[config.mk]
export PLATFORM = sky130hd
export DESIGN_NAME = ysyx_23060236_trap_ctrl
export DESIGN_NICKNAME = d
export VERILOG_FILES = /design/src/rtl/ysyx_23060236_trap_ctrl_pkg.sv /design/src/rtl/ysyx_23060236_mstatus_upd.sv /design/src/rtl/ysyx_23060236_trap_ctrl.sv
export SDC_FILE = /design/constraint.sdc
export NUM_CORES = 1
export LEC_CHECK = 0
export CAP_MARGIN = 20
export CORE_MARGIN = 8
export CORE_UTILIZATION = 35
export DETAILED_ROUTE_END_ITERATION = 7
export GPL_TIMING_DRIVEN = 0
export PLACE_DENSITY = 0.74
export SETUP_SLACK_MARGIN = 0.02
export SYNTH_ARGS = -nofsm -noshare
export SYNTH_HDL_FRONTEND = slang
export SYNTH_SLANG_ARGS = --single-unit
[constraint.sdc]
create_clock -name clock -period 2.29 [get_ports clock]
set_clock_uncertainty 0.1 [all_clocks]
set_input_delay 0.458 -clock clock [delete_from_list [all_inputs] [get_ports clock]]
set_output_delay 0.458 -clock clock [all_outputs]
set_load 0.01 [all_outputs]
[src/rtl/ysyx_23060236_trap_ctrl_pkg.sv]
`default_nettype none
// ============================================================================
//  Module      : ysyx_23060236_trap_ctrl_pkg
//  Description : Shared CSR addresses, trap cause codes, request encodings
//                and sequencer state encoding for the trap controller.
//  Revision    : 1.0 - initial release
// ============================================================================
package ysyx_23060236_trap_ctrl_pkg;

    localparam logic [11:0] C_CSR_MSTATUS = 12'h300;
    localparam logic [11:0] C_CSR_MTVEC   = 12'h305;
    localparam logic [11:0] C_CSR_MEPC    = 12'h341;
    localparam logic [11:0] C_CSR_MCAUSE  = 12'h342;

    localparam logic [1:0]  C_REQ_ECALL   = 2'b00;
    localparam logic [1:0]  C_REQ_EBREAK  = 2'b01;
    localparam logic [1:0]  C_REQ_ILLEGAL = 2'b10;
    localparam logic [1:0]  C_REQ_MRET    = 2'b11;

    localparam logic [31:0] C_CAUSE_ECALL   = 32'd11;
    localparam logic [31:0] C_CAUSE_EBREAK  = 32'd3;
    localparam logic [31:0] C_CAUSE_ILLEGAL = 32'd2;
    localparam logic [31:0] C_CAUSE_IRQ     = 32'h8000_0007;

    // mstatus field positions
    localparam int C_MIE_BIT  = 3;
    localparam int C_MPIE_BIT = 7;
    localparam int C_MPP_LO   = 11;
    localparam int C_MPP_HI   = 12;

    typedef enum logic [2:0] {
        S_IDLE     = 3'd0,
        S_EPC_WR   = 3'd1,
        S_CAUSE_WR = 3'd2,
        S_ST_RD    = 3'd3,
        S_ST_WR    = 3'd4,
        S_VEC_RD   = 3'd5,
        S_EPC_RD   = 3'd6
    } state_e;

    // Synchronous exception cause for a request type (mret has no cause)
    function automatic logic [31:0] req_cause(input logic [1:0] req_type);
        logic [31:0] cause;
        case (req_type)
            C_REQ_ECALL:   cause = C_CAUSE_ECALL;
            C_REQ_EBREAK:  cause = C_CAUSE_EBREAK;
            C_REQ_ILLEGAL: cause = C_CAUSE_ILLEGAL;
            default:       cause = 32'd0;
        endcase
        return cause;
    endfunction

endpackage
`default_nettype wire

[src/rtl/ysyx_23060236_mstatus_upd.sv]
`default_nettype none
// ============================================================================
//  Module      : ysyx_23060236_mstatus_upd
//  Description : Combinational mstatus rewrite for trap entry and mret.
//  Revision    : 1.0 - initial release
// ============================================================================
module ysyx_23060236_mstatus_upd (
    input  logic [31:0] st_in,
    input  logic        is_mret,
    output logic [31:0] st_out
);
    import ysyx_23060236_trap_ctrl_pkg::*;

    // Trap entry stacks MIE into MPIE; mret restores it. MPP is always M-mode.
    always_comb begin
        st_out                     = st_in;
        st_out[C_MPP_HI:C_MPP_LO]  = 2'b11;
        if (is_mret) begin
            st_out[C_MIE_BIT]  = st_in[C_MPIE_BIT];
            st_out[C_MPIE_BIT] = 1'b1;
        end else begin
            st_out[C_MPIE_BIT] = st_in[C_MIE_BIT];
            st_out[C_MIE_BIT]  = 1'b0;
        end
    end

endmodule
`default_nettype wire

[src/rtl/ysyx_23060236_trap_ctrl.sv]
`default_nettype none
// ============================================================================
//  Module      : ysyx_23060236_trap_ctrl
//  Description : Trap sequencer owning the CSR file port. Expands traps,
//                interrupts and mret into CSR read/write sequences, emits one
//                PC redirect per event and passes CSR-instruction writes
//                through while idle.
//  Revision    : 1.0 - initial release
// ============================================================================
module ysyx_23060236_trap_ctrl (
    input  logic        clock,
    input  logic        reset,
    input  logic        req_valid,
    output logic        req_ready,
    input  logic [1:0]  req_type,
    input  logic [31:0] req_pc,
    input  logic        irq,
    input  logic [31:0] irq_pc,
    output logic        irq_ack,
    input  logic        inst_csr_valid,
    input  logic [11:0] inst_csr_addr,
    input  logic [31:0] inst_csr_wdata,
    output logic        inst_csr_ready,
    output logic [11:0] csr_addr,
    output logic [31:0] csr_wdata,
    output logic        csr_wen,
    input  logic [31:0] csr_rdata,
    output logic        redirect_valid,
    output logic [31:0] redirect_pc,
    output logic        busy
);
    import ysyx_23060236_trap_ctrl_pkg::*;

    state_e      r_state;
    state_e      w_next_state;
    logic [31:0] r_pc;
    logic [31:0] r_cause;
    logic [31:0] r_st_q;
    logic [31:0] w_st_new;
    logic        r_is_mret;
    logic        r_mie_shadow;
    logic        w_take_irq;
    logic        w_take_req;
    logic        w_pass_wr;

    ysyx_23060236_mstatus_upd u_mstatus_upd (
        .st_in   (r_st_q),
        .is_mret (r_is_mret),
        .st_out  (w_st_new)
    );

    // State register, event latches, mstatus capture and MIE shadow
    always_ff @(posedge clock or negedge reset) begin
        if (!reset) begin
            r_state      <= S_IDLE;
            r_pc         <= 32'd0;
            r_cause      <= 32'd0;
            r_is_mret    <= 1'b0;
            r_st_q       <= 32'd0;
            r_mie_shadow <= 1'b0;
        end else begin
            r_state <= w_next_state;
            if (w_take_irq) begin
                r_pc      <= irq_pc;
                r_cause   <= C_CAUSE_IRQ;
                r_is_mret <= 1'b0;
            end else if (w_take_req) begin
                r_pc      <= req_pc;
                r_cause   <= req_cause(req_type);
                r_is_mret <= (req_type == C_REQ_MRET);
            end
            if (r_state == S_ST_RD) begin
                r_st_q <= csr_rdata;
            end
            if (r_state == S_ST_WR) begin
                r_mie_shadow <= w_st_new[C_MIE_BIT];
            end else if (w_pass_wr && (inst_csr_addr == C_CSR_MSTATUS)) begin
                r_mie_shadow <= inst_csr_wdata[C_MIE_BIT];
            end
        end
    end

    // Next state, idle arbitration and CSR port drive; everything is
    // forced low while reset is asserted so the port goes quiet at once.
    always_comb begin
        w_next_state   = r_state;
        w_take_irq     = 1'b0;
        w_take_req     = 1'b0;
        w_pass_wr      = 1'b0;
        req_ready      = 1'b0;
        irq_ack        = 1'b0;
        inst_csr_ready = 1'b0;
        csr_addr       = 12'd0;
        csr_wdata      = 32'd0;
        csr_wen        = 1'b0;
        redirect_valid = 1'b0;
        redirect_pc    = 32'd0;
        if (reset) begin
            case (r_state)
                S_IDLE: begin
                    if (irq && r_mie_shadow) begin
                        w_take_irq   = 1'b1;
                        irq_ack      = 1'b1;
                        w_next_state = S_EPC_WR;
                    end else if (req_valid) begin
                        w_take_req   = 1'b1;
                        req_ready    = 1'b1;
                        w_next_state = (req_type == C_REQ_MRET) ? S_ST_RD : S_EPC_WR;
                    end else if (inst_csr_valid) begin
                        w_pass_wr      = 1'b1;
                        inst_csr_ready = 1'b1;
                        csr_wen        = 1'b1;
                        csr_addr       = inst_csr_addr;
                        csr_wdata      = inst_csr_wdata;
                    end
                end
                S_EPC_WR: begin
                    csr_wen      = 1'b1;
                    csr_addr     = C_CSR_MEPC;
                    csr_wdata    = r_pc;
                    w_next_state = S_CAUSE_WR;
                end
                S_CAUSE_WR: begin
                    csr_wen      = 1'b1;
                    csr_addr     = C_CSR_MCAUSE;
                    csr_wdata    = r_cause;
                    w_next_state = S_ST_RD;
                end
                S_ST_RD: begin
                    csr_addr     = C_CSR_MSTATUS;
                    w_next_state = S_ST_WR;
                end
                S_ST_WR: begin
                    csr_wen      = 1'b1;
                    csr_addr     = C_CSR_MSTATUS;
                    csr_wdata    = w_st_new;
                    w_next_state = r_is_mret ? S_EPC_RD : S_VEC_RD;
                end
                S_VEC_RD: begin
                    csr_addr       = C_CSR_MTVEC;
                    redirect_valid = 1'b1;
                    redirect_pc    = {csr_rdata[31:2], 2'b00};
                    w_next_state   = S_IDLE;
                end
                S_EPC_RD: begin
                    csr_addr       = C_CSR_MEPC;
                    redirect_valid = 1'b1;
                    redirect_pc    = csr_rdata;
                    w_next_state   = S_IDLE;
                end
                default: begin
                    w_next_state = S_IDLE;
                end
            endcase
        end
    end

    assign busy = reset && (r_state != S_IDLE);

endmodule
`default_nettype wire

==> run_results.csv <==
group,metric,value,unit
routing,first_pass_iters,8,
setup_path,crit_type,"primary input to output port",
routing,drc_errors,0,
sta,worst_pin_slew,0.371,ns
placed_design,placed_area,6660,um2
placed_design,dp_hpwl,12800,um
layout,final-instance-count-excl-fill,867,
yosys,synth-seq-cells,71,
layout,layout_commonest_cell,"clkdlybuf4s50_1",
clock_network,root_buffer,"clkbuf_16",
layout,nFillCells,947,
sta,fin_crit_sh,1.08,
clock_network,htree_levels,3,
sta,finalSetupViolCount,75,
clock_network,clock_latency,0.32,ns
grt,grt_pass1_wl,28100,um
floorplanning,io_pins,229,
power,power_density,1040,nW/um2
setup_path,worst_setup_path_start_kind,"primary input",
routing,postRouteAntennaNets,0,
sta,rsz0062_at_grt,"yes",
sta,max_freq,0.403,GHz
yosys,synth_warnings,0,
sta,slew-limit-headroom,0.753,
setup_path,crit_path_end,"csr_wdata[26]",
setup_path,startpoint,"req_valid",
setup_path,reg2reg_to,"r_pc[10]$_DFFE_PN0P_",
job,timing.max_cap.violations,0,
layout,antenna_cells,0,
yosys,avgSynthCellArea,9.76,um2
layout,final_cell_mix,"clkdlybuf4s50_1 (142), dfrtp_1 (67), buf_2 (66)",
yosys,synth_nets,574,
outcome,violations,"setup timing",
clock_network,cts_tree,"built",
floorplanning,rows,40,
sta,fin_ws,-0.194,ns
sta,finalMaxSlewViolations,0,
worst_hold_path,hold_path_class,"primary input to asynchronous set/reset pin",
setup_path,cp.arrival,1.93,ns
outcome,status,"complete, but fails checks",
floorplanning,dieWidth,125,um
floorplanning,coreArea,11800,um2
grt,track_usage,0.224,
setup_path,crit_required,1.73,ns
yosys,syn_area,4170,um2
grt,grt_overflow,0,
layout,fin_area,7760,um2
grt,antenna_found_initial,0,
floorplanning,die_h,125,um
layout,nets,863,
setup_path,r2r_cells,11,
sta,hold_viol_final,0,
power,vdd_drop_max,0.426,mV
sta,post-route-min-period,2.48,ns
routing,wl_per_cell,21.6,um
setup_path,timing.rr.start,"r_state[0]$_DFFE_PN0P_",
power,p_leak,3.32,nW
setup_path,cp_max_fo,10,
yosys,synth.distinct_cells,38,
setup_path,crit_path_end_kind,"output port",
setup_path,reg2reg_slack,-0.01,ns
routing,vias_per_cell,5.36,
clock_network,cts.path.max_buffers,2,
clock_network,numCtsBuffers,9,
floorplanning,start_util,0.353,
grt,first_global_vias,5056,
clock_network,clock_sinks,71,
power,p_total,8.11,mW
sta,holdWs,0.166,ns
layout,drive_above_1_share,0.374,
placed_design,gp_congestion,0.840,
placed_design,place_ws,-1.31,ns
clock_network,path_clk_slew,0.05,ns
placed_design,port_buffers,228,
routing,wl,18700,um
grt,grt_max_degree,38,
placed_design,place_inst,803,
yosys,synth_cells,427,
layout,syn_to_final_growth,86.3,%
routing,drt_iter0_drc,313,
yosys,ys_seq_area_frac,0.426,
floorplanning,die-area,15700,um2
routing,vias,4643,
[logic make-up (layout without fill, tap and decap cells)]
| family | after synthesis | in the layout | share of synthesized area |
|---|---|---|---|
| buffers and inverters | 42 | 335 | 0.0604 |
| AOI/OAI and AO/OA | 100 | 100 | 0.164 |
| DFF | 71 | 71 | 0.426 |
| and+or+nand+nor | 150 | 150 | 0.186 |
| muxes | 63 | 63 | 0.160 |
| xor gates and xnor gates | 1 | 1 | 0.00210 |
[power breakdown]
| group | total, mW | internal (mW) | switching (mW) | leakage [nW] |
|---|---|---|---|---|
| registers | 2.35 | 1.90 | 0.451 | 0.807 |
| logic | 4.46 | 2.34 | 2.11 | 2.37 |
| clock network | 1.30 | 0.817 | 0.483 | 0.136 |
[cell usage after synthesis]
cell type | count | area (um2)
dfrtp_1 | 71 | 1780
nor2_1 | 68 | 255
a21oi_1 | 48 | 240
and2_1 | 40 | 250
mux2i_1 | 33 | 330
mux2_2 | 30 | 338
a222oi_1 | 24 | 240
buf_2 | 17 | 85.1
clkbuf_1 | 15 | 56.3
nand2_1 | 11 | 41.3
nand3b_1 | 9 | 67.6
a221oi_1 | 7 | 61.3
o21ai_0 | 7 | 35.0
a31oi_1 | 5 | 31.3
nor3_1 | 5 | 25.0
buf_12 | 4 | 80.1
and3_1 | 3 | 18.8
inv_1 | 3 | 11.3
nand3_1 | 3 | 15.0
nand4b_1 | 3 | 26.3
a32o_1 | 2 | 20.0
buf_4 | 2 | 15.0
nor4_1 | 2 | 12.5
a21bo_2 | 1 | 10.0
a21o_1 | 1 | 7.51
a22o_1 | 1 | 8.76
a22oi_1 | 1 | 7.51
a311o_1 | 1 | 10.0
and4_1 | 1 | 8.76
and4_4 | 1 | 11.3
buf_1 | 1 | 3.75
nand2b_1 | 1 | 6.26
nor3_4 | 1 | 16.3
nor3b_2 | 1 | 12.5
nor4bb_1 | 1 | 10.0
o21ai_1 | 1 | 5.00
o21bai_1 | 1 | 7.51
xnor2_1 | 1 | 8.76
[how the worst min path moves through the flow]
stage / start / endpoint / slack [ns]
after detailed placement: reset / r_st_q[26]$_DFFE_PN0N_ / 0.17
after global placement: r_cause[2]$_DFFE_PN0P_ / r_cause[2]$_DFFE_PN0P_ / 0.37
after CTS: reset / r_state[2]$_DFFE_PN0P_ / 0.16
after global routing: reset / r_st_q[4]$_DFFE_PN0N_ / 0.17
final: reset / r_state[2]$_DFFE_PN0P_ / 0.17
after floorplan: reset / r_cause[0]$_DFFE_PN0P_ / 0.06
[repair_timing]
action	in CTS	in global routing
resized for setup	427	80
cloned	6	3
endpoints found under the hold margin	3	0
setup endpoints to repair	82	101
pin swaps	35	32
buffers inserted	27	19
hold buffers	1	0
[metal layers]
layer  vias up  GRT usage  share of wire  wire, um
li1       2147          -              -         -
met1      2266      0.264           0.41      7640
met2       209      0.397           0.51      9510
met3        21     0.0591          0.066      1240
met4         0     0.0552          0.017       314
met5         -          0              0         0
[registers in the layout, indices dropped and copies added, names as in the netlist]
| signal | cells |
|---|---|
| r_pc | 32 |
| r_cause | 4 |
| r_mie_shadow | 1 |
| r_is_mret | 1 |
| r_st_q | 30 |
| r_state | 3 |
[metrics by stage]
| stage | TNS [ns] | util |
|---|---|---|
| 2_1_floorplan | 0 | - |
| 3_3_place_gp | -533.37 | 0.562 |
| 3_5_place_dp | -89.39 | 0.564 |
| 4_1_cts | -5.13 | 0.622 |
| 5_1_grt | -13.80 | 0.657 |
| 6_report | -6.17 | 0.657 |
[layout make-up]
type | count | area [um2] | area share
Inverter | 3 | 16.3 | 0.00210
Clock buffer | 15 | 278 | 0.0358
Buffer | 35 | 387 | 0.0498
Multi-Input combinational cell | 314 | 2420 | 0.312
Sequential cell | 71 | 1780 | 0.230
Timing Repair Buffer | 282 | 2690 | 0.347
Tap cell | 147 | 184 | 0.0237
[worst max-delay path, stage by stage]
cell and delay [ns]:
dlygate4sd2_1 0.34, a21oi_4 0.06, and3_4 0.25, buf_8 0.16
a222oi_1 0.40, nor2_2 0.09, buf_2 0.15
Power figures use the tool's default switching activity.
